File: src/rtl/usb_link_ctrl.sv
// USB device link controller: attach timing, bus reset and suspend detection,
// resume signalling and transmit-enable gating.
module usb_link_ctrl #(
  parameter int ATTACH_DELAY   = 48000,
  parameter int RESET_CYCLES   = 120,
  parameter int SUSPEND_CYCLES = 144000
) (
  input  logic       clk48,
  input  logic       reset_n,
  input  logic       enable,
  input  logic       usb_d_p_in,
  input  logic       usb_d_n_in,
  input  logic       tx_req,
  output logic       usb_pullup,
  output logic       usb_tx_en,
  output logic       bus_reset,
  output logic       suspend,
  output logic       resume,
  output logic [2:0] state
);

  localparam int AW = $clog2(ATTACH_DELAY) + 1;
  localparam int RW = $clog2(RESET_CYCLES) + 1;
  localparam int SW = $clog2(SUSPEND_CYCLES) + 1;

  localparam logic [AW-1:0] A_MAX = AW'(ATTACH_DELAY - 1);
  localparam logic [RW-1:0] R_MAX = RW'(RESET_CYCLES - 1);
  localparam logic [SW-1:0] S_MAX = SW'(SUSPEND_CYCLES - 1);

  typedef enum logic [2:0] {
    DETACHED    = 3'd0,
    ATTACH_WAIT = 3'd1,
    ACTIVE      = 3'd2,
    BUS_RESET   = 3'd3,
    SUSPENDED   = 3'd4
  } state_t;

  state_t        state_q, state_d;
  logic [AW-1:0] att_q, att_d;
  logic [RW-1:0] se0_q, se0_d;
  logic [SW-1:0] j_q, j_d;
  logic          tx_q, tx_d;
  logic          rst_q, rst_d;
  logic          res_q, res_d;
  logic          p_s1, p_s2, n_s1, n_s2;
  logic          line_se0, line_j;

  always_ff @(posedge clk48 or negedge reset_n) begin
    if (!reset_n) begin
      p_s1 <= 1'b0;
      p_s2 <= 1'b0;
      n_s1 <= 1'b0;
      n_s2 <= 1'b0;
    end else begin
      p_s1 <= usb_d_p_in;
      p_s2 <= p_s1;
      n_s1 <= usb_d_n_in;
      n_s2 <= n_s1;
    end
  end

  // SE1 decodes as neither, so it clears both idle counters
  assign line_se0 = !p_s2 && !n_s2;
  assign line_j   =  p_s2 && !n_s2;

  always_comb begin
    state_d = state_q;
    att_d   = att_q;
    se0_d   = se0_q;
    j_d     = j_q;
    tx_d    = 1'b0;
    rst_d   = 1'b0;
    res_d   = 1'b0;
    if (!enable) begin
      state_d = DETACHED;
      att_d   = '0;
      se0_d   = '0;
      j_d     = '0;
    end else begin
      unique case (state_q)
        DETACHED: begin
          state_d = ATTACH_WAIT;
          att_d   = '0;
        end
        ATTACH_WAIT: begin
          if (att_q == A_MAX) state_d = ACTIVE;
          else att_d = att_q + 1'b1;
        end
        ACTIVE: begin
          att_d = '0;
          if (tx_q) begin
            // our own EOP/idle must not look like reset or suspend
            se0_d = '0;
            j_d   = '0;
          end else if (line_se0 && se0_q == R_MAX) begin
            state_d = BUS_RESET;
            rst_d   = 1'b1;
            se0_d   = '0;
            j_d     = '0;
          end else if (line_j && j_q == S_MAX) begin
            state_d = SUSPENDED;
            se0_d   = '0;
            j_d     = '0;
          end else begin
            if (!line_se0) se0_d = '0;
            else if (se0_q != R_MAX) se0_d = se0_q + 1'b1;
            if (!line_j) j_d = '0;
            else if (j_q != S_MAX) j_d = j_q + 1'b1;
          end
          tx_d = tx_req && (state_d == ACTIVE);
        end
        BUS_RESET: begin
          se0_d = '0;
          j_d   = '0;
          if (!line_se0) state_d = ACTIVE;
        end
        SUSPENDED: begin
          se0_d = '0;
          j_d   = '0;
          if (!line_j) begin
            state_d = ACTIVE;
            res_d   = 1'b1;
          end
        end
        default: state_d = DETACHED;
      endcase
    end
  end

  always_ff @(posedge clk48 or negedge reset_n) begin
    if (!reset_n) begin
      state_q <= DETACHED;
      att_q   <= '0;
      se0_q   <= '0;
      j_q     <= '0;
      tx_q    <= 1'b0;
      rst_q   <= 1'b0;
      res_q   <= 1'b0;
    end else begin
      state_q <= state_d;
      att_q   <= att_d;
      se0_q   <= se0_d;
      j_q     <= j_d;
      tx_q    <= tx_d;
      rst_q   <= rst_d;
      res_q   <= res_d;
    end
  end

  assign usb_pullup = (state_q == ACTIVE) ||
                      (state_q == BUS_RESET) ||
                      (state_q == SUSPENDED);
  assign usb_tx_en  = tx_q;
  assign bus_reset  = rst_q;
  assign suspend    = (state_q == SUSPENDED);
  assign resume     = res_q;
  assign state      = state_q;

endmodule

File: config.mk
export PLATFORM = sky130hd
export DESIGN_NAME = usb_link_ctrl
export DESIGN_NICKNAME = d
export VERILOG_FILES = /design/src/rtl/usb_link_ctrl.sv
export SDC_FILE = /design/constraint.sdc
export NUM_CORES = 1
export LEC_CHECK = 0
export ABC_AREA = 0
export CAP_MARGIN = 0
export CORE_MARGIN = 5
export CORE_UTILIZATION = 50
export DETAILED_ROUTE_END_ITERATION = 6
export PLACE_DENSITY = 0.83
export SLEW_MARGIN = 20
export SYNTH_ARGS = -nofsm -noshare
export SYNTH_HDL_FRONTEND = slang
export SYNTH_SLANG_ARGS = --single-unit
File: constraint.sdc
create_clock -name clk48 -period 1.98 [get_ports clk48]
set_input_delay 0.396 -clock clk48 [delete_from_list [all_inputs] [get_ports clk48]]
set_output_delay 0.396 -clock clk48 [all_outputs]
set_load 0.01 [all_outputs]
==> results of run 1 <==
==> metrics by stage <==
step | worst slack, ns | setup TNS [ns] | cells | hold slack [ns] | utilization
2_1_floorplan | 0.0840 | 0 | 309 | 0.100 | -
3_3_place_gp | -0.110 | -1.50 | 414 | 0.331 | 0.600
3_5_place_dp | -0.166 | -2.43 | 414 | 0.342 | 0.600
4_1_cts | 0.00304 | 0 | 427 | 0.0794 | 0.629
5_1_grt | -0.0314 | -0.0841 | 434 | 0.0804 | 0.648
6_report | 0.0143 | 0 | 434 | 0.0466 | 0.648
==> final timing paths <==
check                      slack, ns      from  cells after the start         to
hold reg to reg                 0.36      n_s1                      0       n_s2
min in group clk48              0.36      n_s1                      0       n_s2
setup / recovery                0.01  att_q[0]                      6  att_q[13]
max in group asynchronous       1.66   reset_n                      2    j_q[17]
setup reg to reg                0.01  att_q[0]                      6  att_q[13]
hold / removal                  0.05   reset_n                      2   att_q[3]
==> where the power goes <==
| part | switching, µW | internal (µW) | leakage [µW] |
|---|---|---|---|
| registers | 22.9 | 1130 | 0.000740 |
| logic | 311 | 276 | 0.000716 |
| clock network | 379 | 373 | 0.0000579 |
| total | 712 | 1780 | 0.00151 |
==> placed cells by master, fill, tap and decap left out, types with 3 or more instances in the layout <==
master	synthesis	routed
and3_1	9	9
and2_1	4	3
or3_1	6	5
nand3_1	16	16
nand4_1	10	10
clkbuf_8	0	5
o31ai_1	3	3
a41oi_1	6	4
mux2i_1	4	4
clkdlybuf4s50_1	0	10
o21ai_0	15	14
nor2_1	22	21
nand2b_1	7	7
inv_1	8	7
nand2_1	33	32
a21oi_1	22	20
nor3_1	6	6
xor2_1	5	5
a22o_1	5	5
a31oi_1	13	13
xnor2_1	6	6
buf_4	2	44
dfrtp_1	54	52
o21ai_1	2	3
==> cells in the mapped netlist, types with 3 or more instances <==
library cell / number
a41oi_1: 6
xnor2_1: 6
nor3_1: 6
a31oi_1: 13
or3_1: 6
o31ai_1: 3
ha_1: 3
a22o_1: 5
nand3_1: 16
nor2_1: 22
and2_1: 4
a21oi_1: 22
mux2i_1: 4
inv_1: 8
o21ai_0: 15
and3_1: 9
nand2_1: 33
clkbuf_1: 8
dfrtp_1: 54
nand4_1: 10
nand2b_1: 7
xor2_1: 5
==> per-layer routing <==
layer	up-vias	track usage	wire length, µm
met3	11	0.0333	285
li1	1248	-	-
met2	81	0.321	3750
met1	1316	0.235	3150
met4	0	0.0538	97
met5	-	0	0
==> registers in the layout (all words and copies together) (netlist names), 3 cells and up <==
register  count
j_q          19
att_q        17
se0_q         8
state         3
==> worst reg2reg max path, stage by stage (launching register included) <==
cell and delay, ns:
dfrtp_1 0.40, ha_1 0.22, and3_1 0.21, and2_4 0.19, a21o_4 0.25, or4b_4 0.49
a21oi_2 0.14
==> cell families after synthesis <==
group / after synthesis
flip-flops: 54
XOR/XNOR: 11
multiplexers: 5
AO/OA/AOI/OAI: 79
adder cells (fa/ha/maj): 3
AND/OR/NAND/NOR: 134
buffers and inverters: 23
==> repair_timing <==
action	CTS	global route
setup endpoints to repair	5	24
pin swaps	0	6
buffers inserted	5	6
cloned	0	1
resized for setup	8	12
==> final cells by class <==
type,instances,area (µm²),share of cell area
multi-input combinational,233,1540,0.425
sequential,54,1350,0.375
timing repair buffer,59,497,0.137
tap,72,90.1,0.0249
clock buffer,5,68.8,0.0190
clock inverter,3,40.0,0.0111
inverter,8,30.0,0.00831
==> impl_metrics.env, run 1 <==
export IMPL_status="completed"
export IMPL_yosysTopAreaCell="dfrtp_1"
export IMPL_ant_nets=0
export IMPL_yosys_most_used_dff="dfrtp_1"
export IMPL_vdd_drop_max_mv=0.409
export IMPL_rsz0062_at_grt="yes"
export IMPL_cts_buffers_inserted=5
export IMPL_grt_max_degree=55
export IMPL_slew_headroom=0.667
export IMPL_avgRoutedWirePerCell_um=16.8
export IMPL_core_area_mm2=0.00557
export IMPL_netlist_instances=309
export IMPL_syn_area_per_cell_um2=9.44
export IMPL_worst_setup_path_start_kind="flip-flop"
export IMPL_leakage_uw=0.00151
export IMPL_synth_top_cell_area_share=0.463
export IMPL_p_per_area_mw_per_mm2=689
export IMPL_critPathBufInv=0
export IMPL_fin_crit_ns=1.97
export IMPL_p_total_uw=2490
export IMPL_synth_cell_types=57
export IMPL_worstSetupPathType="reg -> reg"
export IMPL_min_path_type="in -> async"
export IMPL_clkLatencyLatePin_ns=0.31
export IMPL_dieArea_mm2=0.00746
export IMPL_yosys_area_share_simple=0.254
export IMPL_hold_viol=0
export IMPL_grt_pass1_wl_um=11300
export IMPL_fin_nets=370
export IMPL_rows=27
export IMPL_cp_top_family="simple AND/OR/NAND/NOR gates"
export IMPL_viasPerCell=6.12
export IMPL_worstPathCellList="ha_1, and3_1, and2_4, a21o_4, or4b_4, a21oi_2"
export IMPL_drt_total_wl_um=7280
export IMPL_die_w_um=86.4
export IMPL_htreeDepth=2
export IMPL_n_antenna_cell=0
export IMPL_final_setup_viol_count=0
export IMPL_dpl_cell_area_mm2=0.00334
export IMPL_critPathArrivalTime_ns=2.21
export IMPL_drive_above_1_share=0.227
export IMPL_synth_area_leaders="dfrtp_1 (46%), nand2_1 (4.2%), a21oi_1 (3.8%), nor2_1 (2.8%), a31oi_1 (2.8%)"
export IMPL_fillCellCount=432
export IMPL_track_usage=0.185
export IMPL_skew_ns=0.0107
export IMPL_io_pins=14
export IMPL_first_global_vias=2498
export IMPL_start_util=0.523
export IMPL_slew_violations=0
export IMPL_die_h_um=86.4
export IMPL_drc_errors=0
export IMPL_place_congestion=0.896
export IMPL_clk_pin_slew_ns=0.10
export IMPL_synth_xor_area_frac=0.0330
export IMPL_crit_path_end_kind="flip-flop"
export IMPL_drtIter0Drc=144
export IMPL_worstMarginPinSlew_ns=0.496
export IMPL_synth_mux_area_fraction=0.0176
export IMPL_grt_antenna_before_repair=0
export IMPL_slowest_stage="or4b_4"
export IMPL_synth_edf_count=0
export IMPL_port_buffers=13
export IMPL_synth_top_family_by_area="simple AND/OR/NAND/NOR gates"
export IMPL_cts_sinks=54
export IMPL_dp_hpwl_um=4580
export IMPL_synth_seq_cells=54
export IMPL_path_max_fanout=7
export IMPL_clock_root_buffer="clkbuf_8"
export IMPL_critical_path_required_ns=2.22
export IMPL_synth_compound_area_frac=0.183
export IMPL_async_flop_share=1.00
export IMPL_num_vias=2656
export IMPL_area_growth_pct=23.9
export IMPL_cts_tree="built"
export IMPL_drt_pass1_iter_count=4
export IMPL_slowest_delay_ns=0.49
export IMPL_fmax_mhz=509
export IMPL_post_route_period_util=0.993
export IMPL_grt_overflow=0
export IMPL_cts_hold_buf=0
export IMPL_synth_adder_area_share=0.0129
export IMPL_syn_num_nets=318
export IMPL_cap_violations=0
export IMPL_synth_warnings=0
export IMPL_yosysSeqAreaShare=0.463
export IMPL_syn_area_mm2=0.00292
export IMPL_design_area_mm2=0.00361
export IMPL_clk_path_buf_depth=2
Note: power is estimated with default switching activity, not from simulation.
==> run 2, diff against run 1 <==
Settings changed: CORE_UTILIZATION 50 to 25, PLACE_DENSITY 0.83 to 0.53.
==> impl_metrics.env, run 2 (same netlist as run 1, synthesis figures left out) <==
export IMPL_status="completed"
export IMPL_crit_path_end_kind="flip-flop"
export IMPL_die_w_um=118
export IMPL_slowest_delay_ns=0.45
export IMPL_grt_overflow=0
export IMPL_io_pins=14
export IMPL_place_congestion=0.808
export IMPL_pre_cts_slack_ns=-0.181
export IMPL_grt_pass1_wl_um=11900
export IMPL_n_antenna_cell=0
export IMPL_worst_setup_path_start_kind="flip-flop"
export IMPL_vdd_drop_max_mv=0.391
export IMPL_dp_hpwl_um=4860
export IMPL_final_cell_mix="dfrtp_1 (52), buf_4 (42), nand2_1 (33)"
export IMPL_dieArea_mm2=0.0139
export IMPL_worstSetupPathType="reg -> reg"
export IMPL_final_common_cell="dfrtp_1"
export IMPL_core_area_mm2=0.0114
export IMPL_clk_path_buf_depth=2
export IMPL_design_area_mm2=0.00373
export IMPL_track_usage=0.102
export IMPL_avgRoutedWirePerCell_um=13.7
export IMPL_drt_total_wl_um=6890
export IMPL_clk_pin_slew_ns=0.07
export IMPL_min_path_type="in -> async"
export IMPL_critPathBufInv=0
export IMPL_final_setup_viol_count=0
export IMPL_reg_top3="j_q: 19 flops, att_q: 17 flops, se0_q: 8 flops"
export IMPL_setup_tns_ns=0
export IMPL_num_vias=2483
export IMPL_leakage_uw=0.00155
export IMPL_largest_register="j_q"
export IMPL_fin_nets=369
export IMPL_viasPerCell=4.93
export IMPL_hold_viol=0
export IMPL_cts_buffers_inserted=5
export IMPL_cts_tree="built"
export IMPL_fin_crit_ns=1.92
export IMPL_worstMarginPinSlew_ns=0.581
export IMPL_grt_antenna_before_repair=0
export IMPL_slew_violations=0
export IMPL_htreeDepth=2
export IMPL_grt_max_degree=36
export IMPL_critical_path_required_ns=2.18
export IMPL_area_growth_pct=27.7
export IMPL_clkLatencyLatePin_ns=0.29
export IMPL_p_total_uw=2720
export IMPL_start_util=0.256
export IMPL_slowest_stage="a21oi_1"
export IMPL_rows=39
export IMPL_largest_reg_flops=19
export IMPL_rr_startpoint="att_q[0]"
export IMPL_worstPathCellList="ha_1, and3_1, and2_4, a21oi_1, a31oi_1, a311oi_1"
export IMPL_drive_above_1_share=0.202
export IMPL_p_per_area_mw_per_mm2=731
export IMPL_cap_violations=0
export IMPL_drtIter0Drc=183
export IMPL_path_max_fanout=5
export IMPL_skew_ns=0.00634
export IMPL_drc_errors=0
export IMPL_ant_nets=0
export IMPL_rsz0062_at_grt="yes"
export IMPL_clock_root_buffer="clkbuf_16"
export IMPL_drt_pass1_iter_count=4
export IMPL_cts_hold_buf=0
export IMPL_dpl_cell_area_mm2=0.00348
export IMPL_port_buffers=13
export IMPL_cp_startpoint="att_q[0]"
export IMPL_fin_ws_ns=0.0570
export IMPL_slew_headroom=0.612
export IMPL_die_h_um=118
export IMPL_first_global_vias=2417
export IMPL_fmax_mhz=520
export IMPL_post_route_period_util=0.971
export IMPL_cp_top_family="compound AO/OA/AOI/OAI gates"
export IMPL_cts_sinks=54
export IMPL_critPathArrivalTime_ns=2.12
## run 2: cell types whose count changed in the layout (fill, tap and decap cells not counted), moves of 2 or more
cell	previous run	this run
a41oi_1	4	6
a41oi_2	2	0
buf_4	44	42
clkbuf_16	0	5
clkbuf_8	5	0
## run 2: area by class of cell
cell class / instances / area (µm²)
Tap cell: 143 / 179
Sequential cell: 54 / 1350
Fill cell: 1195 / 7690
Timing Repair Buffer: 59 / 509
Inverter: 8 / 30.0
Clock buffer: 5 / 125
Clock inverter: 3 / 40.0
Multi-Input combinational cell: 232 / 1490
## run 2: where the power goes
| part | switching [µW] | internal [µW] |
|---|---|---|
| Sequential | 28.0 | 1130 |
| Clock | 399 | 593 |
| Combinational | 301 | 273 |
| Total | 728 | 2000 |
## run 2: routing by layer
metal	global-route usage	part of all wire	up-vias
met1	0.138	0.50	1197
met2	0.162	0.46	37
li1	-	-	1242
met3	0.0231	0.030	7
met5	0	0	-
met4	0.0280	0.0099	0
## run 2: what timing repair did
item,in CTS,in global routing
hold endpoints to repair,0,0
setup buffers,3,4
cloned,0,0
endpoints found under the setup margin,4,10
pin swaps,1,6
resized for setup,6,7
## run 2: worst reg2reg max path, stage by stage, from the launching register on
cell,delay (ns)
dfrtp_1,0.39
ha_1,0.22
and3_1,0.20
and2_4,0.17
a21oi_1,0.45
a31oi_1,0.16
a311oi_1,0.25
## run 2: worst paths after layout
| kind | end | slack [ns] | depth (start not counted) |
|---|---|---|---|
| worst max-delay path | att_q[14] | 0.06 | 6 |
| worst min-delay path | att_q[6] | 0.07 | 1 |
| worst max register to register | att_q[14] | 0.06 | 6 |
| worst min register to register | p_s2 | 0.35 | 0 |
| max in group asynchronous | state[0] | 1.34 | 2 |
| min in group clk48 | p_s2 | 0.35 | 0 |
## run 2: stage by stage
step,hold slack [ns],util,instances
after floorplan,0.100,-,309
after global placement,0.339,0.304,489
after CTS,0.0984,0.322,500
after detailed placement,0.335,0.304,489
final,0.0711,0.326,504
after global routing,0.128,0.326,504
==> run 3, diff against run 2 <==
Settings changed: CAP_MARGIN 0 to not set, PLACE_DENSITY 0.53 to 0.51.
==> impl_metrics.env, run 3 (same netlist as run 1, synthesis figures left out) <==
export IMPL_grt_antenna_before_repair=0
export IMPL_min_path_type="in -> async"
export IMPL_hold_viol=0
export IMPL_slew_headroom=0.657
export IMPL_cap_violations=0
export IMPL_drtIter0Drc=113
export IMPL_skew_ns=0.0104
export IMPL_drc_errors=0
export IMPL_cts_hold_buf=0
export IMPL_n_antenna_cell=0
export IMPL_post_route_period_util=0.962
export IMPL_port_buffers=13
export IMPL_final_common_cell="dfrtp_1"
export IMPL_io_pins=14
export IMPL_htreeDepth=2
export IMPL_die_w_um=118
export IMPL_viasPerCell=4.97
export IMPL_seqCellArea_mm2=0.00136
export IMPL_design_area_mm2=0.00370
export IMPL_p_total_uw=2550
export IMPL_status="completed"
export IMPL_dp_hpwl_um=4850
export IMPL_core_area_mm2=0.0114
export IMPL_final_setup_viol_count=0
export IMPL_final_cell_mix="dfrtp_1 (51), buf_4 (41), nand2_1 (32)"
export IMPL_reg2reg_to="att_q[13]"
export IMPL_critPathArrivalTime_ns=2.12
export IMPL_largest_register="j_q"
export IMPL_worstSetupPathType="reg -> reg"
export IMPL_crit_path_end_kind="flip-flop"
export IMPL_track_usage=0.0995
export IMPL_dp_cells=492
export IMPL_dieArea_mm2=0.0139
export IMPL_fin_cells=501
export IMPL_cp_startpoint="att_q[0]"
export IMPL_worst_hold_slack_ns=0.103
export IMPL_fin_crit_ns=1.90
export IMPL_utilization=0.324
export IMPL_largest_reg_flops=19
export IMPL_num_vias=2489
export IMPL_fin_nets=367
export IMPL_multi_input_area_mm2=0.00153
export IMPL_vdd_drop_max_mv=0.340
export IMPL_first_global_vias=2427
export IMPL_avgRoutedWirePerCell_um=14.0
export IMPL_drt_pass1_iter_count=4
export IMPL_area_growth_pct=27.0
export IMPL_clkLatencyLatePin_ns=0.29
export IMPL_p_per_area_mw_per_mm2=689
export IMPL_grt_overflow=0
export IMPL_cts_tree="built"
export IMPL_fmax_mhz=525
export IMPL_clock_root_buffer="clkbuf_16"
export IMPL_critical_path_required_ns=2.20
export IMPL_rows=39
export IMPL_cts_buffers_inserted=5
export IMPL_rrSetupSlack_ns=0.08
export IMPL_worst_setup_path_start_kind="flip-flop"
export IMPL_drt_total_wl_um=7000
export IMPL_drive_above_1_share=0.215
export IMPL_die_h_um=118
export IMPL_slew_violations=0
export IMPL_clk_path_buf_depth=2
export IMPL_worstMarginPinSlew_ns=0.514
export IMPL_grt_pass1_wl_um=11700
export IMPL_grt_max_degree=55
export IMPL_leakage_uw=0.00151
export IMPL_place_congestion=0.767
export IMPL_fillCellCount=1186
export IMPL_clk_pin_slew_ns=0.07
export IMPL_ant_nets=0
export IMPL_rr_startpoint="att_q[0]"
export IMPL_start_util=0.256
export IMPL_reg2reg_depth=6
export IMPL_path_max_fanout=7
export IMPL_cts_sinks=54
export IMPL_reg_top3="j_q: 19 flops, att_q: 17 flops, se0_q: 8 flops"
export IMPL_dpl_cell_area_mm2=0.00349
[run 3: area by class of cell]
| cell class | count | share of cell area |
|---|---|---|
| Clock buffer | 6 | 0.0348 |
| Sequential cell | 54 | 0.366 |
| Multi-Input combinational cell | 233 | 0.414 |
| Inverter | 8 | 0.00811 |
| Timing Repair Buffer | 56 | 0.127 |
| Tap cell | 143 | 0.0483 |
| Clock inverter | 1 | 0.00203 |
[run 3: routing by layer]
| layer | vias to the layer above | wire length (µm) | track usage |
|---|---|---|---|
| met5 | - | 0 | 0 |
| met4 | 0 | 79 | 0.0294 |
| met3 | 9 | 202 | 0.0197 |
| met2 | 25 | 3340 | 0.161 |
| met1 | 1216 | 3380 | 0.135 |
| li1 | 1239 | - | - |
[run 3: metrics by stage]
step / setup TNS, ns / worst slack, ns
2_1_floorplan: 0 / 0.0840
3_3_place_gp: -2.36 / -0.158
3_5_place_dp: -2.88 / -0.206
4_1_cts: 0 / 0.00439
5_1_grt: -0.00690 / -0.00690
6_report: 0 / 0.0759
[run 3: what timing repair did]
item | 4_1_cts | 5_1_grt
pin swaps | 0 | 5
gates resized for setup | 8 | 11
buffers inserted | 0 | 1
endpoints found under the setup margin | 4 | 15
gates cloned | 0 | 1
[run 3: worst max path at each step]
stage               slack (ns)         to  cells after the start
CTS                      0.004  att_q[13]                      6
detailed placement       -0.21   se0_q[6]                      6
global route            -0.007   att_q[9]                      6
floorplan                 0.08  att_q[13]                      7
finish                    0.08  att_q[13]                      6
global placement         -0.16   se0_q[3]                      7
[run 3: critical path: stages (launching register included)]
cell and delay [ns]:
dfrtp_1 0.38, ha_1 0.21, and3_1 0.21, and2_4 0.18
a21o_4 0.25, or4b_4 0.49, a21oi_2 0.12
[run 3: power breakdown]
part           leakage [µW]  switching (µW)  internal [µW]
logic              0.000705             288            235
registers          0.000739            37.3           1130
clock network     0.0000629             398            464
